<file path="config.mk">
export PLATFORM = sky130hd
export DESIGN_NAME = forward_ctrl
export DESIGN_NICKNAME = d
export VERILOG_FILES = /design/src/rtl/forward_ctrl.sv
export SDC_FILE = /design/constraint.sdc
export NUM_CORES = 1
export LEC_CHECK = 0
export CORE_ASPECT_RATIO = 0.75
export CORE_MARGIN = 5
export CORE_UTILIZATION = 46
export DETAILED_ROUTE_END_ITERATION = 16
export HOLD_SLACK_MARGIN = 0.08
export PLACE_DENSITY = 0.75
export SLEW_MARGIN = 40
export SYNTH_ARGS = -nofsm -noshare
export SYNTH_HDL_FRONTEND = slang
export SYNTH_SLANG_ARGS = --single-unit
</file>
<file path="constraint.sdc">
create_clock -name clock -period 2.52 [get_ports clock]
set_input_delay 0.504 -clock clock [delete_from_list [all_inputs] [get_ports clock]]
set_output_delay 0.504 -clock clock [all_outputs]
set_load 0.03 [all_outputs]
</file>
<file path="src/rtl/forward_ctrl.sv">
// Forwarding and load-use hazard controller sitting in ID; tracks EX/MEM/WB
// producers and registers the operand selects consumed by the execute stage.
module forward_ctrl #(
  parameter int CNT_W = 16
) (
  input  logic             clock,
  input  logic             resetn,
  input  logic             id_valid,
  input  logic [4:0]       id_rs,
  input  logic [4:0]       id_rt,
  input  logic [4:0]       id_rd,
  input  logic             id_use_rs,
  input  logic             id_use_rt,
  input  logic             id_shift,
  input  logic             id_aluimm,
  input  logic             id_wreg,
  input  logic             id_m2reg,
  input  logic             flush,
  output logic             stall,
  output logic [1:0]       exe_a_select,
  output logic [1:0]       exe_b_select,
  output logic             wb_m2reg,
  output logic [CNT_W-1:0] stall_count
);

  localparam logic [1:0] SEL_REG = 2'b00;
  localparam logic [1:0] SEL_OVR = 2'b01;
  localparam logic [1:0] SEL_MEM = 2'b10;
  localparam logic [1:0] SEL_WB  = 2'b11;

  // Producer slots; only m2reg of the WB slot is observed, so that is all it keeps.
  logic             r_ex_wreg;
  logic             r_ex_m2reg;
  logic [4:0]       r_ex_rd;
  logic             r_mem_wreg;
  logic             r_mem_m2reg;
  logic [4:0]       r_mem_rd;
  logic             r_wb_m2reg;
  logic [1:0]       r_a_sel;
  logic [1:0]       r_b_sel;
  logic [CNT_W-1:0] r_stall_cnt;

  logic       w_hit_ex_rs;
  logic       w_hit_ex_rt;
  logic       w_hit_mem_rs;
  logic       w_hit_mem_rt;
  logic       w_stall;
  logic       w_take;
  logic [1:0] w_a_sel;
  logic [1:0] w_b_sel;

  function automatic logic [1:0] pick_sel(input logic use_r, input logic ovr,
                                          input logic hit_ex, input logic hit_mem);
    if (ovr)                 return SEL_OVR;
    else if (use_r && hit_ex)  return SEL_MEM;
    else if (use_r && hit_mem) return SEL_WB;
    else                     return SEL_REG;
  endfunction

  assign w_hit_ex_rs  = r_ex_wreg  && (r_ex_rd  == id_rs) && (id_rs != 5'd0);
  assign w_hit_ex_rt  = r_ex_wreg  && (r_ex_rd  == id_rt) && (id_rt != 5'd0);
  assign w_hit_mem_rs = r_mem_wreg && (r_mem_rd == id_rs) && (id_rs != 5'd0);
  assign w_hit_mem_rt = r_mem_wreg && (r_mem_rd == id_rt) && (id_rt != 5'd0);

  // A load in EX cannot feed ID yet; overridden operands never stall.
  assign w_stall = id_valid && !flush && r_ex_m2reg &&
                   ((id_use_rs && !id_shift  && w_hit_ex_rs) ||
                    (id_use_rt && !id_aluimm && w_hit_ex_rt));
  assign w_take  = id_valid && !w_stall && !flush;

  assign w_a_sel = pick_sel(id_use_rs, id_shift,  w_hit_ex_rs, w_hit_mem_rs);
  assign w_b_sel = pick_sel(id_use_rt, id_aluimm, w_hit_ex_rt, w_hit_mem_rt);

  always_ff @(posedge clock or negedge resetn) begin
    if (!resetn) begin
      r_ex_wreg   <= 1'b0;
      r_ex_m2reg  <= 1'b0;
      r_ex_rd     <= 5'd0;
      r_mem_wreg  <= 1'b0;
      r_mem_m2reg <= 1'b0;
      r_mem_rd    <= 5'd0;
      r_wb_m2reg  <= 1'b0;
      r_a_sel     <= SEL_REG;
      r_b_sel     <= SEL_REG;
      r_stall_cnt <= '0;
    end else begin
      r_ex_wreg   <= w_take ? id_wreg  : 1'b0;
      r_ex_m2reg  <= w_take ? id_m2reg : 1'b0;
      r_ex_rd     <= w_take ? id_rd    : 5'd0;
      r_mem_wreg  <= r_ex_wreg;
      r_mem_m2reg <= r_ex_m2reg;
      r_mem_rd    <= r_ex_rd;
      r_wb_m2reg  <= r_mem_m2reg;
      r_a_sel     <= w_take ? w_a_sel : SEL_REG;
      r_b_sel     <= w_take ? w_b_sel : SEL_REG;
      if (w_stall && (r_stall_cnt != {CNT_W{1'b1}}))
        r_stall_cnt <= r_stall_cnt + 1'b1;
    end
  end

  assign stall        = w_stall;
  assign exe_a_select = r_a_sel;
  assign exe_b_select = r_b_sel;
  assign wb_m2reg     = r_wb_m2reg;
  assign stall_count  = r_stall_cnt;

endmodule

</file>
==> flow_metrics.tcl, run 1 <==
set metrics [dict create \
    clk_pin_slew_ns 0.07 \
    r2r-start "r_ex_rd[1]" \
    ys_seq_area_frac 0.534 \
    synthCells 141 \
    maxCapViolCount 0 \
    die_x_um 79.0 \
    placement.io_buffers 46 \
    crit_slowest_cell "or4_4" \
    rrSetupSlack_ns 0.26 \
    grt_usage 0.191 \
    row_count 18 \
    cp.required_ns 2.02 \
    worstReg2RegEnd "stall_count[1]" \
    hold_viol 0 \
    rsz0062_at_grt "no" \
    synth_top_cell_area_share 0.534 \
    hold_depth 0 \
    first_iter_violations 55 \
    grt_max_degree 36 \
    antenna_found_initial 0 \
    mostFrequentLayoutCells "clkdlybuf4s50_1 (38), dfrtp_1 (34), xnor2_1 (22)" \
    start_util 0.489 \
    finalClockSkew_ns 0.00496 \
    crit_chain "dlygate4sd2_1 > xnor2_2 > nand4_1 > or4_4 > a21oi_4 > buf_6" \
    layout_setup_ws_ns 0.0778 \
    avgSynthCellArea_um2 11.6 \
    areaGrowthSynthToFinish_pct 49.3 \
    synth_top_area_cell "dfrtp_1" \
    num_io_pins 47 \
    worst_skew_pair.late_latency_ns 0.29 \
    slowest_delay_ns 0.55 \
    drt-pass1-iter-count 4 \
    place_inst 241 \
    cts_buffer_depth 2 \
    drive_gt1_frac 0.193 \
    fin_crit_sh 0.969 \
    synth_nets 167 \
    path_class "in2out" \
    hold_class "reg2reg" \
    core_um2 3360 \
    hold_buffers 0 \
    min_period_ns 2.44 \
    place_congestion 0.868 \
    layout.cells.non_filler 252 \
    dpl.hpwl_um 3130 \
    nets 237 \
    cp.depth 6 \
    synth_area_leaders "dfrtp_1 (53%), xnor2_1 (13%), xor2_1 (4.8%)" \
    insertedDiodeCount 0 \
    dr_total_vias 1294 \
    die_h_um 61.7 \
    viasPerCell 5.13 \
    dieArea_um2 4870 \
    clock_sinks 35 \
    status "completed" \
    grt_pass1_wl_um 6940 \
    wirelength_um 4140 \
    cts_tree "done" \
    yosysWarnings 0 \
    startpoint_type "input port" \
    final_common_cell "clkdlybuf4s50_1" \
    hp-start "r_mem_m2reg" \
    ant_nets 0 \
    maxSlewViolCount 0 \
    cp_num_buf_inv 2 \
    max-slew-margin-rel 0.725 \
    setup_viol 0 \
    path_max_fanout 2 \
    ys_ff_latch 35 \
    fillers 232 \
    post-route-drc-count 0 \
    hold_end "wb_m2reg" \
    ir_drop_v 0.000388 \
    cp_top_family "simple AND/OR/NAND/NOR gates" \
    worstSetupEndpointType "output pin" \
    h-tree-depth 2 \
    grt-ovfl-total 0 \
    leakagePower_nw 1.11 \
    rr_worst_depth 7 \
    cp.arrival_ns 1.94 \
    pre_cts_ws_ns -0.303 \
    p_per_area_nw_per_um2 497 \
    cts_root_buffer "clkbuf_8" \
    fmax_ghz 0.409 \
    wl_per_cell_um 16.4 \
    synth_area_um2 1640 \
    numCtsBuffers 5 \
    grt_pass1_vias 1403 \
    worst_pin_slew_ns 0.412 \
    synth_cell_types 31 \
]
[final cells by class]
type,count,area (µm²),area share
clock inverter,3,47.5,0.0194
multi-input combinational,102,786,0.321
clock buffer,5,68.8,0.0281
tap,40,50.0,0.0204
timing repair buffer,65,612,0.250
sequential,35,877,0.358
inverter,2,7.51,0.00307
[metrics by stage]
step                total power, mW  cell area (µm²)  hold slack, ns   util  TNS [ns]
global placement              0.707             2260           0.341  0.675    -0.723
CTS                            1.22             2420           0.360  0.721         0
detailed placement            0.713             2260           0.343  0.675     -1.40
global route                   1.27             2450           0.363  0.730         0
floorplan                     0.629             1640           0.208      -         0
finish                         1.22             2450           0.357  0.730         0
[worst max-delay path by stage]
stage | from | end | slack (ns)
2_1_floorplan | id_rs[0] | stall | 0.17
3_3_place_gp | id_rs[0] | stall | -0.25
3_5_place_dp | id_rs[0] | stall | -0.30
4_1_cts | id_rt[0] | stall | 0.007
5_1_grt | r_ex_rd[1] | stall | 0.002
6_report | id_rs[4] | stall | 0.08
[report_power, final]
| group | switching (mW) | internal, mW | total (mW) |
|---|---|---|---|
| clock network | 0.212 | 0.300 | 0.512 |
| registers | 0.0116 | 0.572 | 0.584 |
| logic | 0.0511 | 0.0704 | 0.122 |
| total | 0.275 | 0.942 | 1.22 |
[cell usage after synthesis (all sizes together)]
cell type and n:
nor2b 1, ha 1, o211a 2, nand3 9, xnor2 25, nand4 8
a21boi 3, nor3 3, nor2 5, a31oi 1, and2 7, or4 2
nand3b 1, inv 2, mux2i 1, a21oi 2, xor2 9, and4 2
o21ai 1, buf 2, nand2 8, and3 4, nand2b 4, mux2 1
dfrtp 35, nor4 2
[timing repair]
item                                   CTS  global route
setup endpoints to repair                1             1
resized for setup                       11             8
endpoints found under the hold margin    0             0
cloned                                   0             0
setup buffers                            3             0
pin swaps                                5             6
[per-layer routing]
layer,vias to the layer above,wire length [µm],track usage
li1,625,-,-
met1,621,1740,0.240
met2,42,2100,0.324
met3,6,233,0.0519
met4,0,68,0.0760
met5,-,0,0
[flip-flops by register name (all words and copies together) (netlist names)]
| signal | count |
|---|---|
| exe_a_select | 2 |
| exe_b_select | 2 |
| r_ex_m2reg | 1 |
| r_ex_rd | 5 |
| r_ex_wreg | 1 |
| r_mem_m2reg | 1 |
| r_mem_rd | 5 |
| r_mem_wreg | 1 |
| stall_count | 16 |
| wb_m2reg | 1 |
[cell families (layout without fill, tap and decap cells)]
logic type / after synthesis / count (layout) / share of synthesized area
simple gates: 56 / 56 / 0.201
xor+xnor: 34 / 34 / 0.182
compound gates: 9 / 9 / 0.0481
flops: 35 / 35 / 0.534
buf+inv: 4 / 75 / 0.0145
fa+ha+maj: 1 / 1 / 0.00763
mux: 2 / 2 / 0.0130
Note: power is estimated with default switching activity, not from simulation.
==> run 2: changes to the inputs <==
Settings changed: GPL_TIMING_DRIVEN set to 0, TNS_END_PERCENT set to 1.
==> run 2 against run 1 <==
  * Worst setup slack got worse by 0.021 ns
  * Hold slack got worse by 0.25 ns
  * Routed wire length fell by 5.0%
  * Clock power decreased by 14%
  * Count of clock-buffer cells in the layout up 2
  * Die area unchanged
  * Flip-flop and latch count stayed put
  * Total power decreased by 7.0%
  * Via count increased by 0.31%
  * Fmax decreased by 0.85%
  * First-iteration DRC count grew to 2.9 times the previous value
  * Highest routed layer unchanged
==> flow_metrics.tcl, run 2 (same netlist as run 1, synthesis figures left out) <==
set metrics [dict create \
    maxSlewViolCount 0 \
    ir_drop_v 0.000254 \
    finalClockSkew_ns 0.00631 \
    hold_class "in2async" \
    path_max_fanout 3 \
    first_iter_violations 157 \
    ant_nets 0 \
    mostFrequentLayoutCells "dfrtp_1 (35), clkdlybuf4s50_1 (35), xnor2_1 (25)" \
    nets 224 \
    worstSetupEndpointType "output pin" \
    fmax_ghz 0.406 \
    worst_pin_slew_ns 0.490 \
    grt_pass1_wl_um 6510 \
    rrSetupSlack_ns 0.31 \
    h-tree-depth 2 \
    worstReg2RegEnd "stall_count[14]" \
    antenna_found_initial 0 \
    place_congestion 0.957 \
    dr_total_vias 1298 \
    wirelength_um 3930 \
    fin_crit_sh 0.977 \
    numCtsBuffers 5 \
    grt_usage 0.178 \
    largest_register_ffs 16 \
    path_class "in2out" \
    drive_gt1_frac 0.126 \
    maxCapViolCount 0 \
    startpoint_type "input port" \
    cts_buffer_depth 2 \
    layout_setup_ws_ns 0.0568 \
    total_power_mw 1.13 \
    hold_viol 0 \
    die_x_um 79.0 \
    dieArea_um2 4870 \
    post-route-drc-count 0 \
    clock_sinks 35 \
    status "completed" \
    holdWs_ns 0.110 \
    areaGrowthSynthToFinish_pct 42.2 \
    insertedDiodeCount 0 \
    setup_viol 0 \
    startpoint "id_shift" \
    cts_root_buffer "clkbuf_8" \
    placement.io_buffers 46 \
    cts_tree "done" \
    dpl.hpwl_um 2900 \
    r2r-start "r_ex_rd[4]" \
    grt-ovfl-total 0 \
    p_per_area_nw_per_um2 485 \
    rsz0062_at_grt "no" \
    cp.required_ns 2.02 \
    worst_skew_pair.late_latency_ns 0.28 \
    hold_buffers 0 \
    min_period_ns 2.46 \
    start_util 0.489 \
    cp.arrival_ns 1.96 \
    pre_cts_ws_ns -0.858 \
    drt-pass1-iter-count 4 \
    viasPerCell 5.43 \
    die_h_um 61.7 \
    grt_pass1_vias 1341 \
    clk_pin_slew_ns 0.07 \
    wl_per_cell_um 16.5 \
    core_um2 3360 \
    leakagePower_nw 1.06 \
    max-slew-margin-rel 0.672 \
    num_io_pins 47 \
    grt_max_degree 25 \
    rr_worst_depth 8 \
    row_count 18 \
]
[run 2: timing repair]
| item | 4_1_cts | 5_1_grt |
|---|---|---|
| endpoints found under the setup margin | 1 | 6 |
| buffers inserted | 2 | 1 |
| hold endpoints to repair | 0 | 0 |
| resized for setup | 16 | 5 |
| pin swaps | 2 | 3 |
[run 2: critical path: stages]
cell	delay, ns
clkdlybuf4s50_1	0.44
nand2b_1	0.16
or4_4	0.54
a21oi_4	0.17
buf_6	0.15
[run 2: worst max path at each step]
stage | end | slack [ns] | cells past startpoint
floorplan | stall | 0.17 | 4
global placement | stall | -0.80 | 6
detailed placement | stall | -0.86 | 6
CTS | stall | 0.02 | 6
global route | stall | 0.04 | 5
finish | stall | 0.06 | 5
[run 2: per-layer routing]
layer,up-vias,share of wire,routed length (µm),GRT usage
met5,-,0,0,0
met4,0,0.012,46,0.0539
met3,6,0.067,263,0.0461
met2,57,0.47,1850,0.288
met1,636,0.45,1770,0.243
li1,599,-,-,-
[run 2: per-stage QoR]
step	TNS, ns	instances	instance area [µm²]	util
floorplan	0	141	1640	-
global placement	-2.91	227	2150	0.641
detailed placement	-4.35	228	2170	0.648
CTS	0	238	2310	0.688
global route	0	239	2330	0.695
finish	0	239	2330	0.695
[run 2: layout make-up]
class / count / area (µm²)
Tap cell: 40 / 50.0
Fill cell: 245 / 1020
Buffer: 2 / 16.3
Sequential cell: 35 / 876
Clock inverter: 1 / 7.51
Inverter: 2 / 7.51
Timing Repair Buffer: 50 / 510
Multi-Input combinational cell: 102 / 768
Clock buffer: 7 / 96.3
[run 2: power by group]
group	total, mW	switching [mW]	internal [mW]
clock	0.440	0.192	0.248
combinational	0.109	0.0494	0.0599
sequential	0.582	0.00983	0.572
total	1.13	0.251	0.880
==> run 3: changes to the inputs <==
--- a/constraint.sdc
+++ b/constraint.sdc
@@ -3,2 +3,2 @@
 set_output_delay 0.504 -clock clock [all_outputs]
-set_load 0.03 [all_outputs]
+set_load 0.005 [all_outputs]
==> run 3 against run 2 <==
  * Worst setup slack better by 0.0083 ns
  * Routed wire length fell by 0.58%
  * Total power is 0.58% lower
  * Hold slack improved by 0.0012 ns
  * Final area decreased by 0.91%
  * Largest cell class unchanged
==> flow_metrics.tcl, run 3 (same netlist as run 1, synthesis figures left out) <==
set metrics [dict create \
    combPwrFrac 0.091 \
    met2_length_um 1820 \
    antenna_found_initial 0 \
    hold_buffers 0 \
    wirelength_um 3910 \
    placement.io_buffers 46 \
    numCtsBuffers 5 \
    finalInstanceArea_um2 2310 \
    die_x_um 79.0 \
    grt_pass1_wl_um 6400 \
    final_common_cell "dfrtp_1" \
    grt_pass1_vias 1338 \
    insertedDiodeCount 0 \
    route.met3.wl_um 206 \
    place_congestion 0.957 \
    fmax_ghz 0.407 \
    dr_total_vias 1287 \
    rrSetupSlack_ns 0.27 \
    status "completed" \
    h-tree-depth 2 \
    r2r-start "r_ex_rd[0]" \
    m1WireLength_um 1860 \
    drive_gt1_frac 0.120 \
    hold_viol 0 \
    maxCapViolCount 0 \
    p_per_area_nw_per_um2 487 \
    die_h_um 61.7 \
    drt-pass1-iter-count 4 \
    ant_nets 0 \
    post-route-drc-count 0 \
    clockPowerShare 0.391 \
    leakagePower_nw 1.04 \
    rsz0062_at_grt "no" \
    largest_register_ffs 16 \
    top_layer "met4" \
    layout_setup_ws_ns 0.0651 \
    clock_sinks 35 \
    post-route-util 0.689 \
    clk_pin_slew_ns 0.07 \
    place_area_um2 2170 \
    grt-ovfl-total 0 \
    path_max_fanout 3 \
    num_io_pins 47 \
    hold_class "in2async" \
    worstReg2RegEnd "stall_count[14]" \
    dpl.hpwl_um 2900 \
    ir_drop_v 0.000253 \
    core_um2 3360 \
    worstSetupEndpointType "output pin" \
    pwr-share-seq 0.517 \
    maxSlewViolCount 0 \
    worst_skew_pair.late_latency_ns 0.28 \
    max-slew-margin-rel 0.682 \
    startpoint "id_shift" \
    wl_per_cell_um 16.3 \
    path_class "in2out" \
    fin_crit_sh 0.974 \
    grt_usage 0.174 \
    row_count 18 \
    cts_root_buffer "clkbuf_8" \
    rr_worst_depth 9 \
    intPower_mw 0.879 \
    mostFrequentLayoutCells "dfrtp_1 (35), clkdlybuf4s50_1 (34), xnor2_1 (25)" \
    cp.required_ns 2.02 \
    cts_buffer_depth 2 \
    viasPerCell 5.36 \
    switchingPower_mw 0.246 \
    first_iter_violations 165 \
    worst_pin_slew_ns 0.475 \
    cp.arrival_ns 1.95 \
    switching_share 0.219 \
    areaGrowthSynthToFinish_pct 40.9 \
    cts_tree "done" \
    min_period_ns 2.45 \
    critPathCapture "stall" \
    pre_cts_ws_ns -0.690 \
    finalClockSkew_ns 0.00643 \
    nets 225 \
    setup_viol 0 \
    grt_max_degree 25 \
    dieArea_um2 4870 \
    startpoint_type "input port" \
    start_util 0.489 \
    total_power_mw 1.13 \
]
## run 3: cell types whose count changed in the layout (fill, tap and decap cells not counted), sizes merged
| cell | change |
|---|---|
| dlymetal6s2s | -3 |
| dlygate4sd2 | +4 |
| clkdlybuf4s50 | -1 |
| buf | +1 |
## run 3: power by group through the flow
stage | Sequential (mW) | Clock, mW | Combinational, mW
after global routing | 0.583 | 0.486 | 0.113
final | 0.582 | 0.440 | 0.103
after detailed placement | 0.593 | 0 | 0.106
after floorplan | 0.590 | 0 | 0.0350
after CTS | 0.582 | 0.454 | 0.102
after global placement | 0.592 | 0 | 0.0973
## run 3: worst min path at each step
stage | startpoint | endpoint | slack, ns | depth (start not counted)
floorplan | resetn | exe_a_select[0] | 0.21 | 0
global placement | r_mem_m2reg | wb_m2reg | 0.34 | 0
detailed placement | r_mem_m2reg | wb_m2reg | 0.35 | 0
CTS | resetn | stall_count[6] | 0.12 | 1
global route | resetn | r_ex_rd[2] | 0.12 | 1
finish | resetn | stall_count[6] | 0.11 | 1
## run 3: repair_timing
item / in CTS / in global routing
hold endpoints to repair: 0 / 0
gates resized for setup: 13 / 4
pin swaps: 4 / 2
buffers inserted: 3 / 1
endpoints found under the setup margin: 1 / 1
## run 3: area by class of cell
type	count	area (µm²)
Tap cell	40	50.0
Clock inverter	1	7.51
Timing Repair Buffer	51	499
Sequential cell	35	876
Fill cell	251	1040
Multi-Input combinational cell	102	758
Clock buffer	7	96.3
Buffer	2	16.3
Inverter	2	7.51
## run 3: stage by stage
| stage | hold WS, ns | setup TNS (ns) | cells |
|---|---|---|---|
| global placement | 0.339 | -2.74 | 227 |
| finish | 0.111 | 0 | 240 |
| detailed placement | 0.348 | -4.18 | 228 |
| floorplan | 0.208 | 0 | 141 |
| CTS | 0.115 | 0 | 239 |
| global route | 0.120 | 0 | 240 |
## run 3: critical path, cell delays in order
cell	delay [ns]
clkdlybuf4s50_1	0.44
nand2b_1	0.16
or4_4	0.53
a21oi_4	0.18
buf_2	0.14
## run 3: layer usage
metal | GRT usage | up-vias
li1 | - | 597
met1 | 0.241 | 637
met2 | 0.281 | 49
met3 | 0.0461 | 4
met4 | 0.0441 | 0
met5 | 0 | -
